### config.mk
export PLATFORM = sky130hd
export DESIGN_NAME = rr_arbiter8
export DESIGN_NICKNAME = d
export VERILOG_FILES = /design/src/rtl/rr_arbiter8_pkg.sv /design/src/rtl/rr_arbiter8_pick8.sv /design/src/rtl/rr_arbiter8.sv
export SDC_FILE = /design/constraint.sdc
export NUM_CORES = 1
export LEC_CHECK = 0
export ABC_CLOCK_PERIOD_IN_PS = 4580
export CAP_MARGIN = 0
export CORE_MARGIN = 1.5
export CORE_UTILIZATION = 51
export CTS_BUF_LIST = sky130_fd_sc_hd__clkbuf_4 sky130_fd_sc_hd__clkbuf_8 sky130_fd_sc_hd__clkbuf_16
export DETAILED_ROUTE_END_ITERATION = 8
export PLACE_DENSITY_LB_ADDON = 0.2
export REMOVE_ABC_BUFFERS = 1
export SYNTH_ARGS = -nofsm -noshare
export SYNTH_HDL_FRONTEND = slang
export SYNTH_SLANG_ARGS = --single-unit
### constraint.sdc
create_clock -name clk -period 4.58 [get_ports clk]
set_input_delay 1.145 -clock clk [delete_from_list [all_inputs] [get_ports clk]]
set_output_delay 1.145 -clock clk [all_outputs]
set_load 0.1 [all_outputs]
### src/rtl/rr_arbiter8_pkg.sv
// rtl/rr_arbiter8_pkg.sv - shared constants, state encoding and helpers for the 8-way round-robin arbiter
package arb_pkg;

    localparam int N_REQ            = 8;
    localparam int IDX_W            = 3;
    localparam int HOLD_MAX_DEFAULT = 15;
    localparam int CNT_W_DEFAULT    = 4;

    typedef enum logic [1:0] {
        IDLE  = 2'd0,
        GRANT = 2'd1
    } arb_state_t;

    function automatic logic [N_REQ-1:0] idx_to_onehot(input logic [IDX_W-1:0] idx);
        logic [N_REQ-1:0] oh;
        oh      = '0;
        oh[idx] = 1'b1;
        return oh;
    endfunction

    // Pointer arithmetic relies on the natural 3-bit wrap (7 + 1 -> 0).
    function automatic logic [IDX_W-1:0] idx_next(input logic [IDX_W-1:0] idx);
        return idx + IDX_W'(1);
    endfunction

endpackage

### src/rtl/rr_arbiter8_pick8.sv
// rtl/rr_arbiter8_pick8.sv - combinational circular priority encoder, scans ptr, ptr+1, ... ptr+7 mod 8
module rr_pick8
    import arb_pkg::*;
(
    input  logic [N_REQ-1:0] req,
    input  logic [IDX_W-1:0] ptr,
    output logic [IDX_W-1:0] sel,
    output logic             any
);

    logic [2*N_REQ-1:0] req_dbl;
    logic [N_REQ-1:0]   req_rot;
    logic [IDX_W-1:0]   offset;

    // Rotating right by ptr puts the highest-priority requester at bit 0.
    assign req_dbl = {req, req};
    assign req_rot = req_dbl[ptr +: N_REQ];

    always_comb begin
        offset = '0;
        for (int i = N_REQ - 1; i >= 0; i--) begin
            if (req_rot[i]) begin
                offset = IDX_W'(i);
            end
        end
    end

    assign sel = ptr + offset;
    assign any = |req;

endmodule

### src/rtl/rr_arbiter8.sv
// rtl/rr_arbiter8.sv - 8-requester round-robin arbiter with held grants; ARB_HOLD_LIMIT_EN adds a hold limit
module rr_arbiter8
    import arb_pkg::*;
#(
    parameter int HOLD_MAX = HOLD_MAX_DEFAULT,
    parameter int CNT_W    = CNT_W_DEFAULT
) (
    input  logic             clk,
    input  logic             reset,
    input  logic [N_REQ-1:0] req,
    output logic [N_REQ-1:0] grant,
    output logic [IDX_W-1:0] grant_idx,
    output logic             grant_valid,
    output logic             preempt
);

    arb_state_t       state;
    arb_state_t       state_nxt;
    logic [IDX_W-1:0] ptr;
    logic [IDX_W-1:0] ptr_nxt;
    logic [IDX_W-1:0] idx_nxt;
    logic [IDX_W-1:0] pick_sel;
    logic             pick_any;
    logic             owner_req;

    rr_pick8 u_pick (
        .req (req),
        .ptr (ptr),
        .sel (pick_sel),
        .any (pick_any)
    );

    assign owner_req = req[grant_idx];

`ifdef ARB_HOLD_LIMIT_EN
    logic [CNT_W-1:0] hold_cnt;
    logic [CNT_W-1:0] hold_cnt_nxt;
    logic             preempt_q;
    logic             preempt_nxt;
    logic             hold_at_limit;

    assign hold_at_limit = (hold_cnt == CNT_W'(HOLD_MAX - 1));
`else
    logic [CNT_W-1:0] unused_hold_max;

    assign unused_hold_max = CNT_W'(HOLD_MAX);
`endif

    always_ff @(posedge clk) begin
        if (reset) begin
            state     <= IDLE;
            ptr       <= '0;
            grant_idx <= '0;
`ifdef ARB_HOLD_LIMIT_EN
            hold_cnt  <= '0;
            preempt_q <= 1'b0;
`endif
        end else begin
            state     <= state_nxt;
            ptr       <= ptr_nxt;
            grant_idx <= idx_nxt;
`ifdef ARB_HOLD_LIMIT_EN
            hold_cnt  <= hold_cnt_nxt;
            preempt_q <= preempt_nxt;
`endif
        end
    end

    always_comb begin
        state_nxt = state;
        ptr_nxt   = ptr;
        idx_nxt   = grant_idx;
`ifdef ARB_HOLD_LIMIT_EN
        hold_cnt_nxt = hold_cnt;
        preempt_nxt  = 1'b0;
`endif
        case (state)
            IDLE: begin
                if (pick_any) begin
                    state_nxt = GRANT;
                    idx_nxt   = pick_sel;
`ifdef ARB_HOLD_LIMIT_EN
                    hold_cnt_nxt = '0;
`endif
                end
            end
            GRANT: begin
                // A voluntary release wins over the limit, so no preempt pulse in that case.
                if (!owner_req) begin
                    state_nxt = IDLE;
                    ptr_nxt   = idx_next(grant_idx);
                end
`ifdef ARB_HOLD_LIMIT_EN
                else if (hold_at_limit) begin
                    state_nxt   = IDLE;
                    ptr_nxt     = idx_next(grant_idx);
                    preempt_nxt = 1'b1;
                end else begin
                    hold_cnt_nxt = hold_cnt + CNT_W'(1);
                end
`endif
            end
            default: begin
                state_nxt = IDLE;
            end
        endcase
    end

    // Outputs decode only registered state, so no combinational path from req.
    always_comb begin
        grant       = '0;
        grant_valid = 1'b0;
        if (state == GRANT) begin
            grant       = idx_to_onehot(grant_idx);
            grant_valid = 1'b1;
        end
    end

`ifdef ARB_HOLD_LIMIT_EN
    assign preempt = preempt_q;
`else
    assign preempt = 1'b0;
`endif

endmodule

* Yosys cells after proc, flatten, opt, wreduce, memory -nomap -nowiden
Index checks and enable logic that the tools add are counted.
** Storage, ports and cells
- Register bits :: 8
- Output and inout port bits :: 13
- Input port bits :: 10
** Operators by class
- Bitwise gates (word level) :: 1
- $add $sub $neg :: 2
- Reduce and logical (&&, ||, !) cells :: 6
- Shift operators :: 1
- Eq/ne operators :: 3
- $lt $le $gt $ge :: 2
- Multiplexer cells :: 17
** Operator list (count)
- $mux W3 :: 8
- $shiftx A16 B4 Y8 :: 1
- $mux W8 :: 1
- $reduce_or A8 Y1 :: 1
- $reduce_and A2 Y1 :: 3
- $lt A3 B4 Y1 const B :: 1
- $mux W2 :: 2
- $ne A2 B2 Y1 const B :: 2
- $pmux W2 S2 :: 1
- $add A3 B1 Y3 const B :: 1
- $add A3 B3 Y3 :: 1
- $bmux W1 S3 :: 1
- $demux W1 S3 :: 1
- $ge A3 B1 Y1 const B :: 1
- $mux W1 :: 3
- $eq A2 B1 Y1 const B :: 1
- $logic_not A2 Y1 :: 1
- $logic_and A1 B1 Y1 :: 1
- $not A1 Y1 :: 1

* Longest topological paths before layout
Gate-level depths: netlist of the first run.
- Word-level depth :: 10
- Gate-level depth with buffers :: 14
- Depth with buffers taken out :: 12

* Hierarchy
A second synthesis of the first run with hierarchy kept.
** Second synthesis, totals
- Cells, all modules :: 102
- Area, all modules :: 970.9 µm²
** By module, submodules not included
- rr_pick8 :: area each 519.2 µm², cells an instance 50, sequential area each 0.0 µm², instances 1
- rr_arbiter8 :: area each 451.7 µm², cells an instance 52, sequential area each 140.1 µm², instances 1

* Worst setup path before layout of the first run
Ideal clock, no wire load.
- Kind :: flip-flop to output port
- Start :: register state[0]
- End :: output grant[0]
- Arrival time :: 3.412 ns
- Setup slack :: 0.023 ns
- Cell stages (with the launch flop) :: 3
- Cells stage by stage :: dfxtp_1 nand2_1 nor3_1
** Between the ends
- Word-level cells in the longest chain between the ends :: 2
** Ends and longest elaborated chain
- start, declared :: line rr_arbiter8.sv:17 : arb_state_t state;
- start signal, assigned :: line rr_arbiter8.sv:59 : state <= state_nxt;
- $eq A2 B1 Y1 :: line rr_arbiter8.sv:113 : if (state == GRANT) begin
- $mux W8 :: line rr_arbiter8.sv:113
- end, declared :: line rr_arbiter8.sv:11 : output logic [N_REQ-1:0] grant,
Every way passes these cells.

* Worst setup path in the final report of the first run
- Start :: input req[4]
- End :: register grant_idx[2]
** Between the ends
- Word-level cells in the longest chain between the ends :: 10
** Ends and longest elaborated chain
- start, declared :: line rr_arbiter8.sv:10 : input logic [N_REQ-1:0] req,
- $shiftx A16 B4 Y8 :: line rr_arbiter8_pick8.sv:17 : assign req_rot = req_dbl[ptr +: N_REQ];
- $mux W3 (8 in a row) :: line rr_arbiter8_pick8.sv:22 : if (req_rot[i]) begin
- $add A3 B3 Y3 :: line rr_arbiter8_pick8.sv:28 : assign sel = ptr + offset;
- end signal, assigned :: line rr_arbiter8.sv:61 : grant_idx <= idx_nxt;
- end, declared :: line rr_arbiter8.sv:12 : output logic [IDX_W-1:0] grant_idx,
Several ways; a longest one is shown, not always the timed one.
A chain may end at the register's enable or synchronous reset.

==> results of run 1 <==
==> kinds of logic after synthesis <==
group,Yosys count,share of synthesized area
buffers and inverters,13,0.0597
XOR/XNOR,2,0.0155
multiplexers,25,0.447
adder cells (fa/ha/maj),3,0.0398
other,1,0.00332
AND/OR/NAND/NOR,39,0.156
flip-flops,7,0.124
AO/OA/AOI/OAI,26,0.155
==> flip-flops by register name, indices dropped and copies added (netlist names) <==
register / count
grant_idx: 3
ptr: 3
state: 1
==> cell type report <==
cell class,count,area share
inverters,5,0.0174
multi-input cells,96,0.675
clock buffers,4,0.0219
flip-flops and latches,7,0.102
well taps,27,0.0247
repair buffers,22,0.159
==> power breakdown <==
group	internal [mW]	switching, mW
clock network	0.0392	0.0228
registers	0.0848	0.0797
logic	0.237	0.368
==> synthesized netlist by cell type (all sizes together) <==
cell,number
nor3,4
and2,1
and3,1
clkbuf,3
a211oi,4
nand4,1
or2,1
ha,2
a2111oi,2
fa,1
o21a,1
mux4,17
o22a,1
o21ai,3
inv,5
o2bb2ai,1
nor2,22
nand2b,3
nand2,4
xnor2,2
a21o,1
mux2i,4
o21bai,2
mux2,4
a21oi,7
conb,1
a211o,1
nor2b,2
buf,5
a31oi,1
o22ai,1
dfxtp,7
a41oi,1
==> metrics by stage <==
step | worst slack, ps | std cells | hold WS [ps] | utilization
floorplan | 23.4 | 108 | 622 | -
global placement | 390 | 157 | 577 | 0.662
detailed placement | 256 | 157 | 590 | 0.662
CTS | 524 | 161 | 603 | 0.677
global route | 328 | 161 | 632 | 0.677
finish | 510 | 161 | 600 | 0.677
==> worst register-to-register path: cells and delay by family (launching register included) <==
family	cells	cell delay (ps)
fa+ha+maj	2	530
xor+xnor	1	230
simple gates	1	80
buf+inv	1	50
mux	1	700
compound gates	6	1030
flops	1	790
==> final timing paths <==
path / from / end / slack [ps] / cells past startpoint
min: state[0] / state[0] / 600 / 2
max reg2reg: ptr[0] / grant_idx[2] / 1050 / 12
min reg2reg: state[0] / state[0] / 600 / 2
max: req[4] / grant_idx[2] / 510 / 13
==> metal layers <==
metal / share of wire / routed length [um] / up-vias
met5: 0 / 0 / -
met4: 0 / 0 / 0
met3: 0.061 / 173 / 0
met2: 0.50 / 1420 / 42
met1: 0.43 / 1230 / 520
li1: - / - / 497
==> results.json, run 1 <==
{
  "cts_root_buf": "clkbuf_4",
  "gr-usage-met1": 0.375,
  "path_delay_family": "compound AO/OA/AOI/OAI gates",
  "totalWireLength_mm": 2.82,
  "met3_usage": 0.0394,
  "placed_area_mm2": 0.00134,
  "fin_setup_tns_ps": 0,
  "yosysWarningCount": 0,
  "fin_area_mm2": 0.00137,
  "crit_required_ps": 4700,
  "drt_iter0_drc": 38,
  "numCtsBuffers": 3,
  "multi_input_area_um2": 923,
  "row_count": 16,
  "max_slew.worst_pin.slew_ps": 974,
  "grt_pass1_wl_mm": 4.95,
  "post_cts_buffers": 0,
  "finalPower_uw": 831,
  "worst-path-buf-inv": 2,
  "nNetsFinal": 148,
  "first_global_vias": 990,
  "grt-ovfl-total": 0,
  "die_x_um": 50.1,
  "viasPerCell": 6.58,
  "most-common-layout-cells": "nor2_1 (21), clkdlybuf4s50_1 (21), mux4_1 (10)",
  "crit_path_end_kind": "flop",
  "startpoint_type": "input port",
  "dieArea_mm2": 0.00251,
  "core_area_mm2": 0.00202,
  "post-route-period-util": 0.889,
  "ys_ff_latch": 7,
  "vias": 1059,
  "grt.busiest_layer": "met2",
  "hold_buffers": 0,
  "leakage_nw": 0.484,
  "drv_cap": 0,
  "die_y_um": 50.1,
  "final.setup_skew_ps": 4.84,
  "grt_use_met2": 0.408,
  "synth_top_area_cell": "mux4_1",
  "synth_area_per_cell_um2": 9.75,
  "critPathKind": "in2reg",
  "n_antenna_cell": 0,
  "netlist_instances": 116,
  "slowest_stage": "mux4_1",
  "synth_top_area_share": 0.232,
  "antenna_found_initial": 0,
  "cts_tree": "yes",
  "nFillCells": 158,
  "synthTopCellsByArea": "mux4_1 (23%), mux4_2 (14%), dfxtp_1 (12%)",
  "seq_area_frac_synth": 0.124,
  "cts_resized": 0,
  "hp-class": "reg2reg",
  "gp_congestion": 0.830,
  "outcome": "completed",
  "clkTransAtPathRegs_ps": 50,
  "wl_per_cell_um": 17.5,
  "port-buffer-count": 21,
  "cts_sinks": 7,
  "syn_area_mm2": 0.00113,
  "slew-limit-headroom": 0.349,
  "grt_start_max_net_pins": 17,
  "dp_hpwl_mm": 2.05,
  "syn_to_final_growth_pct": 21.0,
  "htreeDepth": 1,
  "cp_cell_sequence": "clkdlybuf4s50_1 -> mux4_1 -> a21o_1 -> a21oi_1 -> o21ai_1 -> a21oi_1 -> ha_1 -> inv_1 -> fa_1 -> xnor2_1 -> nand2_1 -> a2111oi_0 -> a211oi_1",
  "crit_fanout": 7,
  "post-route-min-period_ps": 4070,
  "regArea_um2": 140,
  "dr.pass1.iters": 4,
  "insertion_delay_ps": 250,
  "initial_core_util": 0.559,
  "ys_types": 40,
  "cp_common_cell": "a21oi_1",
  "drcViolationCount": 0,
  "peakVddDrop_mv": 0.553,
  "finalHoldViolCount": 0,
  "track_usage": 0.255,
  "io_pins": 23,
  "final_layout_size_suffix_gt1_frac": 0.142,
  "cts_buffer_depth": 2,
  "final_max_slew_viol_count": 0,
  "fmax_mhz": 246,
  "powerDensity_mw_per_mm2": 607,
  "cp.arrival_ps": 4190,
  "rsz0062_at_grt": "false",
  "ant_nets": 0,
  "critPathMaxStageDelay_ps": 590,
  "finalSetupViolations": 0
}
(Power assumes the default switching activity.)
==> inputs of run 2 (changes only) <==
--- a/config.mk
+++ b/config.mk
@@ -8,11 +8,13 @@
 export ABC_CLOCK_PERIOD_IN_PS = 4580
 export CAP_MARGIN = 0
 export CORE_MARGIN = 1.5
-export CORE_UTILIZATION = 51
+export CORE_UTILIZATION = 60
 export CTS_BUF_LIST = sky130_fd_sc_hd__clkbuf_4 sky130_fd_sc_hd__clkbuf_8 sky130_fd_sc_hd__clkbuf_16
 export DETAILED_ROUTE_END_ITERATION = 8
+export DONT_BUFFER_PORTS = 1
 export PLACE_DENSITY_LB_ADDON = 0.2
 export REMOVE_ABC_BUFFERS = 1
+export SKIP_LAST_GASP = 1
 export SYNTH_ARGS = -nofsm -noshare
 export SYNTH_HDL_FRONTEND = slang
 export SYNTH_SLANG_ARGS = --single-unit
==> run 2 against run 1 <==
- clock power up 1%
- via count down 4.8%
- design area down 5.7%
- hold slack better by 170 ps
- sequential power up 18%
- combinational power down 5.1%
- non-clock buffer count down 11
- sequential share of layout area up 0.62 points
- maximum frequency up 12%
- global-route usage up 3.7 points
- critical path depth down 1
- clock-buffer cell count unchanged
- largest power group unchanged
==> results.json, run 2 (same netlist as run 1, synthesis figures left out) <==
{
  "gp_congestion": 0.817,
  "fmax_mhz": 275,
  "totalWireLength_mm": 2.70,
  "post_cts_buffers": 0,
  "slew-limit-headroom": 0.225,
  "drt_iter0_drc": 36,
  "leakage_nw": 0.477,
  "worst-path-buf-inv": 1,
  "die_x_um": 46.4,
  "peakVddDrop_mv": 0.607,
  "post-route-period-util": 0.793,
  "hold_buffers": 0,
  "fin_util": 0.740,
  "crit_path_end_kind": "flop",
  "vias": 1008,
  "startpoint_type": "flop",
  "powerDensity_mw_per_mm2": 643,
  "cts_root_buf": "clkbuf_4",
  "numCtsBuffers": 3,
  "fin_ws_ps": 949,
  "cp_common_cell": "a21oi_1",
  "clkTransAtPathRegs_ps": 60,
  "final_max_slew_viol_count": 0,
  "nNetsFinal": 137,
  "outcome": "completed",
  "max_slew.worst_pin.slew_ps": 1160,
  "finalSetupViolations": 0,
  "grt_pass1_wl_mm": 4.53,
  "viasPerCell": 6.81,
  "port-buffer-count": 0,
  "multi_input_area_um2": 948,
  "n_antenna_cell": 0,
  "cp_cell_sequence": "mux4_1 -> a21o_1 -> a21oi_1 -> o21ai_1 -> a21oi_1 -> ha_1 -> inv_1 -> fa_1 -> xnor2_1 -> nand2_1 -> a2111oi_0 -> a211oi_1",
  "initial_core_util": 0.648,
  "final_layout_size_suffix_gt1_frac": 0.301,
  "hp-class": "reg2reg",
  "slowest_stage": "dfxtp_1",
  "layout_commonest_cell": "nor2_1",
  "rsz0062_at_grt": "false",
  "nFillCells": 121,
  "antenna_found_initial": 0,
  "regArea_um2": 140,
  "cts_buffer_depth": 2,
  "most-common-layout-cells": "nor2_1 (15), mux4_1 (10), buf_4 (9)",
  "syn_to_final_growth_pct": 14.2,
  "fin_area_mm2": 0.00129,
  "cts_tree": "yes",
  "pre_cts_ws_ps": 794,
  "insertion_delay_ps": 250,
  "die_y_um": 46.4,
  "io_pins": 23,
  "cts_resized": 0,
  "row_count": 15,
  "ant_nets": 0,
  "critPathKind": "reg2reg",
  "wl_per_cell_um": 18.3,
  "dr.pass1.iters": 4,
  "dpl.cell_count": 144,
  "crit_required_ps": 4700,
  "dp_hpwl_mm": 2.00,
  "stdcell_count": 148,
  "dieArea_mm2": 0.00215,
  "track_usage": 0.292,
  "critPathMaxStageDelay_ps": 800,
  "drcViolationCount": 0,
  "grt-ovfl-total": 0,
  "grt_start_max_net_pins": 17,
  "fin_setup_tns_ps": 0,
  "final.setup_skew_ps": 3.23,
  "finalHoldViolCount": 0,
  "htreeDepth": 1,
  "cp.arrival_ps": 3750,
  "top_regs": "grant_idx x3, ptr x3, state x1",
  "core_area_mm2": 0.00175,
  "drv_cap": 0,
  "path_delay_family": "compound AO/OA/AOI/OAI gates",
  "cts_sinks": 7,
  "crit_fanout": 16,
  "placed_area_mm2": 0.00126,
  "post-route-min-period_ps": 3630,
  "first_global_vias": 971
}
run 2: worst register-to-register path, stage by stage (launching register included):
cell       delay, ps
dfxtp_1          800
mux4_1           700
a21o_1           180
a21oi_1          160
o21ai_1           90
a21oi_1          200
ha_1             180
inv_1             50
fa_1             380
xnor2_1          180
nand2_1           80
a2111oi_0        390
a211oi_1         120
run 2: cell type report:
type                            instances  area share
Tap cell                               25      0.0242
Clock buffer                            4      0.0233
Multi-Input combinational cell         96       0.734
Timing Repair Buffer                   11      0.0911
Sequential cell                         7       0.109
Inverter                                5      0.0184
run 2: path summary, 6_finish.rpt:
kind	endpoint	depth (start not counted)	slack (ps)	from
min reg2reg	ptr[2]	2	770	ptr[2]
min	ptr[2]	2	770	ptr[2]
max reg2reg	grant_idx[2]	12	950	ptr[0]
max	grant_idx[2]	12	950	ptr[0]
run 2: power by group:
group / switching (mW) / internal, mW / total, mW / leakage, nW
clock network: 0.0235 / 0.0392 / 0.0627 / 0.0184
registers: 0.110 / 0.0846 / 0.194 / 0.0578
logic: 0.339 / 0.234 / 0.573 / 0.401
run 2: routing by layer:
metal,up-vias,wire (um),part of all wire,track usage
met2,52,1340,0.49,0.469
met1,481,1130,0.42,0.406
met4,0,45,0.017,0.0914
li1,469,-,-,-
met5,-,0,0,0
met3,6,190,0.070,0.0431
run 2: stage by stage:
step                      hold WS, ps  power [mW]
after floorplan                   622       0.620
after global placement            685       0.741
after detailed placement          703       0.761
after CTS                         769       0.829
after global routing              835       0.877
final                             772       0.831
==> inputs of run 3 (changes only) <==
--- a/config.mk
+++ b/config.mk
@@ -5,10 +5,10 @@
 export SDC_FILE = /design/constraint.sdc
 export NUM_CORES = 1
 export LEC_CHECK = 0
-export ABC_CLOCK_PERIOD_IN_PS = 4580
+export ABC_CLOCK_PERIOD_IN_PS = 3040
 export CAP_MARGIN = 0
 export CORE_MARGIN = 1.5
-export CORE_UTILIZATION = 60
+export CORE_UTILIZATION = 57
 export CTS_BUF_LIST = sky130_fd_sc_hd__clkbuf_4 sky130_fd_sc_hd__clkbuf_8 sky130_fd_sc_hd__clkbuf_16
 export DETAILED_ROUTE_END_ITERATION = 8
 export DONT_BUFFER_PORTS = 1
==> constraint.sdc (replaced) <==
create_clock -name clk -period 3.04 [get_ports clk]
set_input_delay 0.76 -clock clk [delete_from_list [all_inputs] [get_ports clk]]
set_output_delay 0.76 -clock clk [all_outputs]
set_load 0.1 [all_outputs]
==> run 3 against run 2 <==
- setup slack lost 800 ps
- design area grew 15%
- total power grew 69%
- combinational power grew 92%
- sequential share of layout area shrank 1.1 points
- first-iteration DRC count is the same
- cell count grew 10%
- register-to-register slack lost 770 ps
- wire length grew 15%
- non-clock buffer count grew 15
- die area grew 4.9%
- largest power group unchanged
==> results.json, run 3 (same netlist as run 1, synthesis figures left out) <==
{
  "track_usage": 0.303,
  "htreeDepth": 1,
  "grt-ovfl-total": 0,
  "layout_commonest_cell": "buf_4",
  "leakage_nw": 0.573,
  "core_area_mm2": 0.00180,
  "n_antenna_cell": 0,
  "final_max_slew_viol_count": 0,
  "post_cts_buffers": 0,
  "crit_path_end_kind": "flop",
  "initial_core_util": 0.628,
  "cts_sinks": 7,
  "vias": 1105,
  "totalWireLength_mm": 3.12,
  "grt_start_max_net_pins": 12,
  "post-route-period-util": 0.950,
  "fmax_mhz": 346,
  "powerDensity_mw_per_mm2": 939,
  "reg2reg_slack_ps": 180,
  "viasPerCell": 6.78,
  "finalSetupViolations": 0,
  "dp_hpwl_mm": 2.38,
  "nNetsFinal": 152,
  "finalPower_mw": 1.40,
  "hold_buffers": 0,
  "drt_iter0_drc": 36,
  "outcome": "completed",
  "antenna_found_initial": 0,
  "top_regs": "grant_idx x3, ptr x3, state x1",
  "crit_start": "req[7]",
  "syn_to_final_growth_pct": 31.7,
  "critPathKind": "in2reg",
  "io_pins": 23,
  "r2r_cells": 11,
  "cts_root_buf": "clkbuf_4",
  "hold_depth": 1,
  "final_layout_size_suffix_gt1_frac": 0.428,
  "clkTransAtPathRegs_ps": 60,
  "wl_per_cell_um": 19.1,
  "hp-class": "in2reg",
  "drcViolationCount": 0,
  "crit_fanout": 9,
  "die_x_um": 47.5,
  "cp.arrival_ps": 3020,
  "die_y_um": 47.5,
  "port-buffer-count": 0,
  "insertion_delay_ps": 260,
  "finalHoldViolCount": 0,
  "dieArea_mm2": 0.00226,
  "post-route-min-period_ps": 2890,
  "fin_ws_ps": 152,
  "pre_cts_ws_ps": -334,
  "gp_congestion": 0.852,
  "ant_nets": 0,
  "numCtsBuffers": 3,
  "peakVddDrop_mv": 1.03,
  "final.setup_skew_ps": 9.48,
  "crit_required_ps": 3170,
  "drv_cap": 0,
  "grt_pass1_wl_mm": 4.66,
  "cts_tree": "yes",
  "r2r_start": "ptr[1]",
  "timing.rr.end": "grant_idx[2]",
  "crit_end": "grant_idx[2]",
  "first_global_vias": 979,
  "row_count": 15,
  "cts_buffer_depth": 2,
  "most-common-layout-cells": "buf_4 (18), nor2_1 (15), mux4_2 (9)",
  "rsz0062_at_grt": "false",
  "dr.pass1.iters": 4,
  "startpoint_type": "input port"
}
==> run 3: changes by cell type in the layout (fill, tap and decap cells not counted), sizes merged <==
cell,delta
buf,+15
clkbuf,-1
clkinv,+1
==> run 3: critical path, cell delays in order <==
cell and delay, ps:
mux4_2 480, a21o_1 170, a21oi_1 160, o21ai_1 90
a21oi_1 130, ha_1 150, inv_1 50, fa_2 350
xnor2_2 160, nand2_1 90, a2111oi_2 330, a211oi_1 90
==> run 3: metal layers <==
metal  vias up  track usage  share of wire
met5         -            0              0
met4         0       0.0486          0.011
met3         4       0.0830          0.090
met2        73        0.514           0.51
met1       532        0.398           0.39
li1        496            -              -
==> run 3: how the worst min path moves through the flow <==
stage	from	slack, ps	endpoint
4_1_cts	reset	560	ptr[1]
3_5_place_dp	ptr[2]	660	ptr[2]
2_1_floorplan	ptr[2]	620	ptr[2]
3_3_place_gp	state[0]	630	ptr[0]
6_report	reset	550	ptr[2]
5_1_grt	reset	550	ptr[2]
==> run 3: report_power, final <==
| part | internal [mW] | leakage [nW] | total [mW] | switching [mW] |
|---|---|---|---|---|
| registers | 0.132 | 0.0588 | 0.210 | 0.0772 |
| logic | 0.457 | 0.497 | 1.10 | 0.643 |
| clock network | 0.0485 | 0.0177 | 0.0902 | 0.0417 |
==> run 3: through the flow <==
stage	hold slack (ps)	setup TNS, ps	instances	instance area [um^2]	utilization
after floorplan	622	-4320	108	1090	-
after global placement	626	-143	159	1450	0.804
after detailed placement	656	-334	159	1450	0.804
after CTS	557	0	163	1490	0.825
after global routing	550	0	163	1490	0.827
final	554	0	163	1490	0.827
==> run 3: timing repair <==
| item | 4_1_cts | 5_1_grt |
|---|---|---|
| resized for setup | 4 | 5 |
| setup endpoints to repair | 1 | 1 |
| hold endpoints to repair | 0 | 0 |
| pin swaps | 0 | 0 |
==> run 3: layout make-up <==
| class | instances | area [um^2] |
|---|---|---|
| multi-input cells | 96 | 957 |
| fillers | 119 | 312 |
| repair buffers | 26 | 305 |
| flip-flops and latches | 7 | 145 |
| well taps | 25 | 31.3 |
| inverters | 5 | 23.8 |
| clock buffers | 3 | 22.5 |
| clock inverters | 1 | 5.00 |
